<file path="src/rtl/hazard_unit_if.sv">
// Signal bundle between the pipeline datapath (master) and the hazard unit (slave).
// It carries the register-field compares, the forwarding/stall/flush controls and the debug event counters.
interface hazard_unit_if #(
   parameter int CNT_W = 16
);
   logic [4:0]       Rs1E;
   logic [4:0]       Rs2E;
   logic [4:0]       Rs1D;
   logic [4:0]       Rs2D;
   logic [4:0]       RdE;
   logic [4:0]       destReg_m;
   logic [4:0]       destReg_w;
   logic             memoryRead_e;
   logic             RegWriteM;
   logic             RegWriteW;
   logic             zero_hazard;
   logic             jump_hazard;
   logic [1:0]       ForwardAE;
   logic [1:0]       ForwardBE;
   logic             stall;
   logic             Flush;
   logic [CNT_W-1:0] stall_cnt;
   logic [CNT_W-1:0] flush_cnt;

   modport master (
      output Rs1E, Rs2E, Rs1D, Rs2D, RdE, destReg_m, destReg_w,
      output memoryRead_e, RegWriteM, RegWriteW, zero_hazard, jump_hazard,
      input  ForwardAE, ForwardBE, stall, Flush, stall_cnt, flush_cnt
   );

   modport slave (
      input  Rs1E, Rs2E, Rs1D, Rs2D, RdE, destReg_m, destReg_w,
      input  memoryRead_e, RegWriteM, RegWriteW, zero_hazard, jump_hazard,
      output ForwardAE, ForwardBE, stall, Flush, stall_cnt, flush_cnt
   );
endinterface

</file>
<file path="src/rtl/hazard_unit.sv">
// Hazard resolution for the 5-stage pipeline: combinational forwarding, load-use stall and flush,
// plus two saturating event counters for performance debug.
module hazard_unit #(
   parameter int CNT_W = 16
) (
   input  logic          clk,
   input  logic          rst_n,
   hazard_unit_if.slave  hz
);

   localparam logic [1:0] FWD_RF  = 2'b00;
   localparam logic [1:0] FWD_WB  = 2'b01;
   localparam logic [1:0] FWD_MEM = 2'b10;

   logic             stall;
   logic             flush;
   logic [1:0]       fwd_a;
   logic [1:0]       fwd_b;
   logic [CNT_W-1:0] stall_count;
   logic [CNT_W-1:0] flush_count;

   // Memory beats Writeback because it holds the younger result; x0 is hardwired and never forwards.
   function automatic logic [1:0] fwd_sel(
      input logic [4:0] rs,
      input logic       we_m,
      input logic [4:0] rd_m,
      input logic       we_w,
      input logic [4:0] rd_w
   );
      logic [1:0] sel;
      sel = FWD_RF;
      if (we_m && (rd_m != 5'd0) && (rd_m == rs)) begin
         sel = FWD_MEM;
      end else if (we_w && (rd_w != 5'd0) && (rd_w == rs)) begin
         sel = FWD_WB;
      end
      return sel;
   endfunction

   function automatic logic [CNT_W-1:0] sat_inc(input logic [CNT_W-1:0] v);
      return (&v) ? v : v + CNT_W'(1);
   endfunction

   always_comb begin
      fwd_a = fwd_sel(hz.Rs1E, hz.RegWriteM, hz.destReg_m, hz.RegWriteW, hz.destReg_w);
      fwd_b = fwd_sel(hz.Rs2E, hz.RegWriteM, hz.destReg_m, hz.RegWriteW, hz.destReg_w);
   end

   // Stall and flush are deliberately left unmasked; the pipeline registers resolve priority.
   always_comb begin
      stall = hz.memoryRead_e && (hz.RdE != 5'd0) &&
              ((hz.RdE == hz.Rs1D) || (hz.RdE == hz.Rs2D));
      flush = hz.zero_hazard || hz.jump_hazard;
   end

   always_ff @(posedge clk) begin
      if (!rst_n) begin
         stall_count <= '0;
         flush_count <= '0;
      end else begin
         if (stall) stall_count <= sat_inc(stall_count);
         if (flush) flush_count <= sat_inc(flush_count);
      end
   end

   assign hz.ForwardAE = fwd_a;
   assign hz.ForwardBE = fwd_b;
   assign hz.stall     = stall;
   assign hz.Flush     = flush;
   assign hz.stall_cnt = stall_count;
   assign hz.flush_cnt = flush_count;

endmodule

</file>
<file path="src/flat_wrapper.sv">
// flat-port wrapper written by rule: the top's interface ports become plain ports
module hazard_unit_flat 
#(
   parameter int CNT_W = 16
)
  (clk, rst_n, hz_Rs1E, hz_Rs2E, hz_Rs1D, hz_Rs2D, hz_RdE, hz_destReg_m, hz_destReg_w, hz_memoryRead_e, hz_RegWriteM, hz_RegWriteW, hz_zero_hazard, hz_jump_hazard, hz_ForwardAE, hz_ForwardBE, hz_stall, hz_Flush, hz_stall_cnt, hz_flush_cnt);
  hazard_unit_if #(.CNT_W(CNT_W)) hz_i ();
  input  logic clk;
  input  logic rst_n;
  input wire logic [$bits(hz_i.Rs1E)-1:0] hz_Rs1E;
  input wire logic [$bits(hz_i.Rs2E)-1:0] hz_Rs2E;
  input wire logic [$bits(hz_i.Rs1D)-1:0] hz_Rs1D;
  input wire logic [$bits(hz_i.Rs2D)-1:0] hz_Rs2D;
  input wire logic [$bits(hz_i.RdE)-1:0] hz_RdE;
  input wire logic [$bits(hz_i.destReg_m)-1:0] hz_destReg_m;
  input wire logic [$bits(hz_i.destReg_w)-1:0] hz_destReg_w;
  input wire logic [$bits(hz_i.memoryRead_e)-1:0] hz_memoryRead_e;
  input wire logic [$bits(hz_i.RegWriteM)-1:0] hz_RegWriteM;
  input wire logic [$bits(hz_i.RegWriteW)-1:0] hz_RegWriteW;
  input wire logic [$bits(hz_i.zero_hazard)-1:0] hz_zero_hazard;
  input wire logic [$bits(hz_i.jump_hazard)-1:0] hz_jump_hazard;
  output wire logic [$bits(hz_i.ForwardAE)-1:0] hz_ForwardAE;
  output wire logic [$bits(hz_i.ForwardBE)-1:0] hz_ForwardBE;
  output wire logic [$bits(hz_i.stall)-1:0] hz_stall;
  output wire logic [$bits(hz_i.Flush)-1:0] hz_Flush;
  output wire logic [$bits(hz_i.stall_cnt)-1:0] hz_stall_cnt;
  output wire logic [$bits(hz_i.flush_cnt)-1:0] hz_flush_cnt;
  assign hz_i.Rs1E = hz_Rs1E;
  assign hz_i.Rs2E = hz_Rs2E;
  assign hz_i.Rs1D = hz_Rs1D;
  assign hz_i.Rs2D = hz_Rs2D;
  assign hz_i.RdE = hz_RdE;
  assign hz_i.destReg_m = hz_destReg_m;
  assign hz_i.destReg_w = hz_destReg_w;
  assign hz_i.memoryRead_e = hz_memoryRead_e;
  assign hz_i.RegWriteM = hz_RegWriteM;
  assign hz_i.RegWriteW = hz_RegWriteW;
  assign hz_i.zero_hazard = hz_zero_hazard;
  assign hz_i.jump_hazard = hz_jump_hazard;
  assign hz_ForwardAE = hz_i.ForwardAE;
  assign hz_ForwardBE = hz_i.ForwardBE;
  assign hz_stall = hz_i.stall;
  assign hz_Flush = hz_i.Flush;
  assign hz_stall_cnt = hz_i.stall_cnt;
  assign hz_flush_cnt = hz_i.flush_cnt;
  hazard_unit #(.CNT_W(CNT_W)) u_core (.clk(clk), .rst_n(rst_n), .hz(hz_i));
endmodule
</file>
<file path="config.mk">
export PLATFORM = sky130hd
export DESIGN_NAME = hazard_unit_flat
export DESIGN_NICKNAME = d
export VERILOG_FILES = /design/src/rtl/hazard_unit_if.sv /design/src/rtl/hazard_unit.sv /design/src/flat_wrapper.sv
export SDC_FILE = /design/constraint.sdc
export NUM_CORES = 1
export LEC_CHECK = 0
export BUFFER_PORTS_ARGS = -buffer_cell sky130_fd_sc_hd__buf_2
export CAP_MARGIN = 20
export CORE_ASPECT_RATIO = 0.7
export CORE_UTILIZATION = 44
export DETAILED_ROUTE_END_ITERATION = 16
export PLACE_DENSITY = 0.83
export SETUP_SLACK_MARGIN = 0.2
export SYNTH_ARGS = -nofsm -noshare
export SYNTH_HDL_FRONTEND = slang
export SYNTH_SLANG_ARGS = --single-unit
</file>
<file path="constraint.sdc">
create_clock -name clk -period 1.69 [get_ports clk]
set_input_delay 0.338 -clock clk [delete_from_list [all_inputs] [get_ports clk]]
set_output_delay 0.338 -clock clk [all_outputs]
set_load 0.1 [all_outputs]
</file>
==> results of run 1 <==
[kinds of logic after synthesis]
kind of cell | share of synthesized area
buffers and inverters | 0.02805
XOR/XNOR | 0.1878
AND/OR/NAND/NOR | 0.2988
flip-flops | 0.3122
adder cells (fa/ha/maj) | 0.01219
multiplexers | 0.004878
AO/OA/AOI/OAI | 0.1561
[repair_timing]
action                                  4_1_cts
hold buffers                                  0
resized for setup                            54
cloned                                        1
endpoints found under the setup margin       44
buffers inserted                             12
pin swaps                                    37
hold endpoints to repair                      0
[metal layers]
layer | GRT usage | GRT overflow
met3 | 0.4889 | 0
met2 | 0.9384 | 18
met1 | 0.7341 | 0
met5 | 0.01010 | 0
met4 | 0.8596 | 38
[stage by stage]
step                hold WS, ns  TNS, ns  cells
floorplan                0.4549   -4.592    245
detailed placement       0.4991   -3.607    412
CTS                      0.2963   -1.552    433
global placement         0.4767   -3.182    412
==> flow_summary_export.csv, run 1 <==
group,metric,value,unit
global_route,grt_max_degree,30,
global_route,overflow,56,
yosys,synth_seq_area_share,0.3122,
yosys,synth.top_cell.area_share,0.3122,
yosys,yosys.cell_types.count,42,
yosys,synth_area,0.002052,mm^2
timing,grt-worst-endpoint,"hz_ForwardBE[0]",
yosys,synth_common_cells,"32 x dfxtp_1, 27 x xor2_1, 21 x nor2_1",
place,gp_congestion,0.8034,
yosys,yosysWarningCount,0,
yosys,synth_fp_nets,289,
place,place_area,0.003284,mm^2
clock_network,numCtsBuffers,5,
floorplanning,die_x,83.62,um
yosys,synth_area_leaders,"dfxtp_1 31%, xor2_1 12%, xnor2_1 7.3%, nand3_1 4.1%, or4_1 4.0%",
floorplanning,rows,20,
yosys,avgSynthCellArea,8.375,um^2
clock_network,clock_path_buffers,2,
place,place_ws,-0.4414,ns
yosys,synth.ff_latch_count,32,
yosys,syn_inst,245,
yosys,yosysMostFrequentCell,"dfxtp_1",
place,post-dp-hpwl,4752,um
floorplanning,start_util,0.4659,
place,port_buffers,79,
run_status,outcome,"aborted with a tool error",
clock_network,cts_sinks,32,
clock_network,h-tree-depth,2,
yosys,ys.flop_type,"dfxtp_1",
run_status,error,"[ERROR GRT-0232] Routing congestion too high. Check the congestion heatmap in the GUI.",
yosys,synth_edf_count,0,
yosys,async_flop_share,0,
run_status,stop_stage,"5_1_grt",
global_route,grt_usage,0.7279,
clock_network,cts-root-buf,"clkbuf_8",
global_route,antenna_found_initial,2,
floorplanning,io_pins,80,
floorplanning,die_h,59.14,um
yosys,yosysTopAreaCell,"dfxtp_1",
timing,worstEndpointType,"primary output",
==> run 2: changes to the inputs <==
--- a/config.mk
+++ b/config.mk
@@ -7,11 +7,9 @@
 export LEC_CHECK = 0
 export BUFFER_PORTS_ARGS = -buffer_cell sky130_fd_sc_hd__buf_2
 export CAP_MARGIN = 20
-export CORE_ASPECT_RATIO = 0.7
-export CORE_UTILIZATION = 44
+export CORE_UTILIZATION = 40
 export DETAILED_ROUTE_END_ITERATION = 16
-export PLACE_DENSITY = 0.83
-export SETUP_SLACK_MARGIN = 0.2
+export PLACE_DENSITY_LB_ADDON = 0.15
 export SYNTH_ARGS = -nofsm -noshare
 export SYNTH_HDL_FRONTEND = slang
 export SYNTH_SLANG_ARGS = --single-unit
==> constraint.sdc (replaced) <==
create_clock -name clk -period 2.2 [get_ports clk]
set_input_delay 0.44 -clock clk [delete_from_list [all_inputs] [get_ports clk]]
set_output_delay 0.44 -clock clk [all_outputs]
set_load 0.1 [all_outputs]
==> run 2 against run 1 <==
  * Synthesized area stayed put
  * Synthesized cell count is the same
  * The flow now finishes, with violations (negative setup slack)
==> flow_summary_export.csv, run 2 <==
group,metric,value,unit
yosys,synth_edf_count,0,
drt,drt_iter0_markers,109,
yosys,avgSynthCellArea,8.375,um^2
clock_network,cts_sinks,32,
clock_network,cts_tree,"yes",
clock_network,numCtsBuffers,5,
setup_path,critPathKind,"primary input to primary output",
timing,setup-violations-final,2,
drt,via_count,2213,
power,seq_power_share,0.442,
power,clkPwrFrac,0.328,
clock_network,clkLatencyLatePin,0.29,ns
place,post-dp-hpwl,4038,um
setup_path,timing.critical_path.mode_cell,"buf_6",
drt,wirelength,5246,um
power,p_int,925.0,uW
yosys,synth_fp_nets,289,
drt,postRouteAntennaNets,0,
floorplanning,io_pins,80,
run_status,violations,"negative setup slack",
floorplanning,rows,25,
floorplanning,die_area,0.005421,mm^2
timing,slew-limit-headroom,0.5119,
yosys,yosys.cell_types.count,42,
yosys,ys.flop_type,"dfxtp_1",
clock_network,cts-root-buf,"clkbuf_8",
job,maxCapViolCount,0,
power,pwr-share-comb,0.230,
floorplanning,start_util,0.4260,
global_route,grt_pass1_wl,8390,um
finish,fin_area,0.002989,mm^2
timing,min_period_over_period,1.052,
setup_path,crit_path_end_kind,"primary output",
global_route,grt_max_degree,25,
timing,worstMarginPinSlew,0.7313,ns
power,ir_worst_vdd,0.3925,mV
finish,final_cell_mix,"73 x buf_2, 27 x xor2_1, 22 x dfxtp_2",
yosys,synth.ff_latch_count,32,
timing,finClkSkew,0.004735,ns
min_path,hp-class,"primary input to register",
setup_path,crit_chain,"buf_6 -> buf_6 -> xor2_1 -> or4_4 -> nor4_4 -> buf_12",
floorplanning,core,0.004817,mm^2
finish,syn_to_final_growth,45.67,%
finish,final_common_cell,"buf_2",
timing,hold_viol_final,0,
yosys,synth_area_leaders,"dfxtp_1 31%, xor2_1 12%, xnor2_1 7.3%, nand3_1 4.1%, or4_1 4.0%",
setup_path,worst-path-max-fanout,2,
drt,wl_per_cell,12.73,um
global_route,grt_usage,0.1957,
floorplanning,die_h,73.63,um
yosys,synth.top_cell.area_share,0.3122,
global_route,antenna_found_initial,0,
power,leakagePower,0.001199,uW
floorplanning,die_x,73.63,um
finish,layout-drive-gt1-share,0.4580,
setup_path,start_kind,"primary input",
timing,rsz0062_at_grt,"yes",
global_route,grt_pass1_vias,1978,
clock_network,clock_path_buffers,2,
yosys,yosysMostFrequentCell,"dfxtp_1",
drt,drcViolationCount,0,
yosys,async_flop_share,0,
global_route,overflow,0,
yosys,synth_area,0.002052,mm^2
yosys,synth_common_cells,"32 x dfxtp_1, 27 x xor2_1, 21 x nor2_1",
setup_path,critPathRequiredTime,1.76,ns
power,p_sw,414.0,uW
place,gp_congestion,0.7601,
setup_path,slowest_delay,0.54,ns
yosys,yosysWarningCount,0,
yosys,synth_seq_area_share,0.3122,
setup_path,cp.arrival,1.87,ns
clock_network,clk_pin_slew_worst_paths,0.06,ns
timing,fmax,0.4320,GHz
yosys,yosysTopAreaCell,"dfxtp_1",
drt,first_pass_iters,4,
timing,slew_viol_final,0,
drt,via_per_inst,5.371,
power,switching_share,0.3092,
place,port_buffers,79,
setup_path,cpLargestDelayFamily,"simple AND/OR/NAND/NOR gates",
finish,layout.nets,388,
setup_path,critPathSlowestCell,"or4_4",
yosys,syn_inst,245,
finish,diodes,0,
place,place_ws,-0.1249,ns
clock_network,h-tree-depth,2,
timing,finalWorstSetupSlack,-0.1148,ns
power,p_per_area,448.0,mW/mm^2
place,place_area,0.002865,mm^2
setup_path,cp_num_buf_inv,3,
run_status,outcome,"finished with violations",
timing,period_minus_slack,2.315,ns
==> run 2: layout make-up <==
cell class,count,area (um^2)
fillers,472,1828
repair buffers,101,640.6
clock buffers,7,76.32
well taps,67,83.83
inverters,3,11.26
clock inverters,1,3.754
multi-input cells,201,1498
flip-flops and latches,32,675.6
==> run 2: power groups by stage <==
stage               Combinational (uW)  Clock, uW  Sequential [uW]
finish                             308        440              591
global placement                   295          0              604
CTS                                305        451              591
floorplan                          139          0              650
detailed placement                 300          0              605
global route                       328        474              592
==> run 2: through the flow <==
| step | setup TNS, ns | util | power [uW] | hold WS (ns) | cells |
|---|---|---|---|---|---|
| after floorplan | -1.514 | - | 789.6 | 0.5576 | 245 |
| after global placement | -0.1935 | 0.5948 | 899.9 | 0.4355 | 403 |
| after detailed placement | -0.2321 | 0.5948 | 904.8 | 0.4397 | 403 |
| after CTS | -0.2017 | 0.6151 | 1347 | 0.4114 | 412 |
| after global routing | -0.2711 | 0.6205 | 1394 | 0.4093 | 412 |
| final | -0.1837 | 0.6205 | 1339 | 0.4132 | 412 |
==> run 2: timing repair <==
| item | in CTS | in global routing |
|---|---|---|
| gates resized for setup | 2 | 6 |
| endpoints found under the setup margin | 2 | 5 |
| hold buffers | 0 | 0 |
| buffers inserted | 1 | 0 |
| pin swaps | 4 | 3 |
==> run 2: layer usage <==
layer  routed length [um]  GRT usage  part of all wire
met3                  282    0.03429             0.054
met2                 2462     0.3231              0.47
met1                 2417     0.2498              0.46
met5                    0          0                 0
met4                   83    0.08333             0.016
==> run 2: logic make-up after synthesis <==
| logic type | after synthesis | share of synthesized area |
|---|---|---|
| buf+inv | 12 | 0.02805 |
| fa+ha+maj | 2 | 0.01219 |
| xor+xnor | 44 | 0.1878 |
| mux | 1 | 0.004878 |
| compound gates | 50 | 0.1561 |
| flops | 32 | 0.3122 |
| simple gates | 104 | 0.2988 |
==> run 2: path summary, 6_finish.rpt <==
| kind | cells past startpoint | slack, ns | end | startpoint |
|---|---|---|---|---|
| worst min register to register | 1 | 0.45 | u_core.hz.flush_cnt[14] | u_core.hz.flush_cnt[14] |
| worst max register to register | 6 | 0.27 | u_core.hz.stall_cnt[10] | u_core.hz.stall_cnt[0] |
| worst min-delay path | 2 | 0.41 | u_core.hz.stall_cnt[15] | rst_n |
| worst max-delay path | 6 | -0.11 | hz_ForwardAE[0] | hz_destReg_w[3] |
Note: power is estimated with default switching activity, not from simulation.
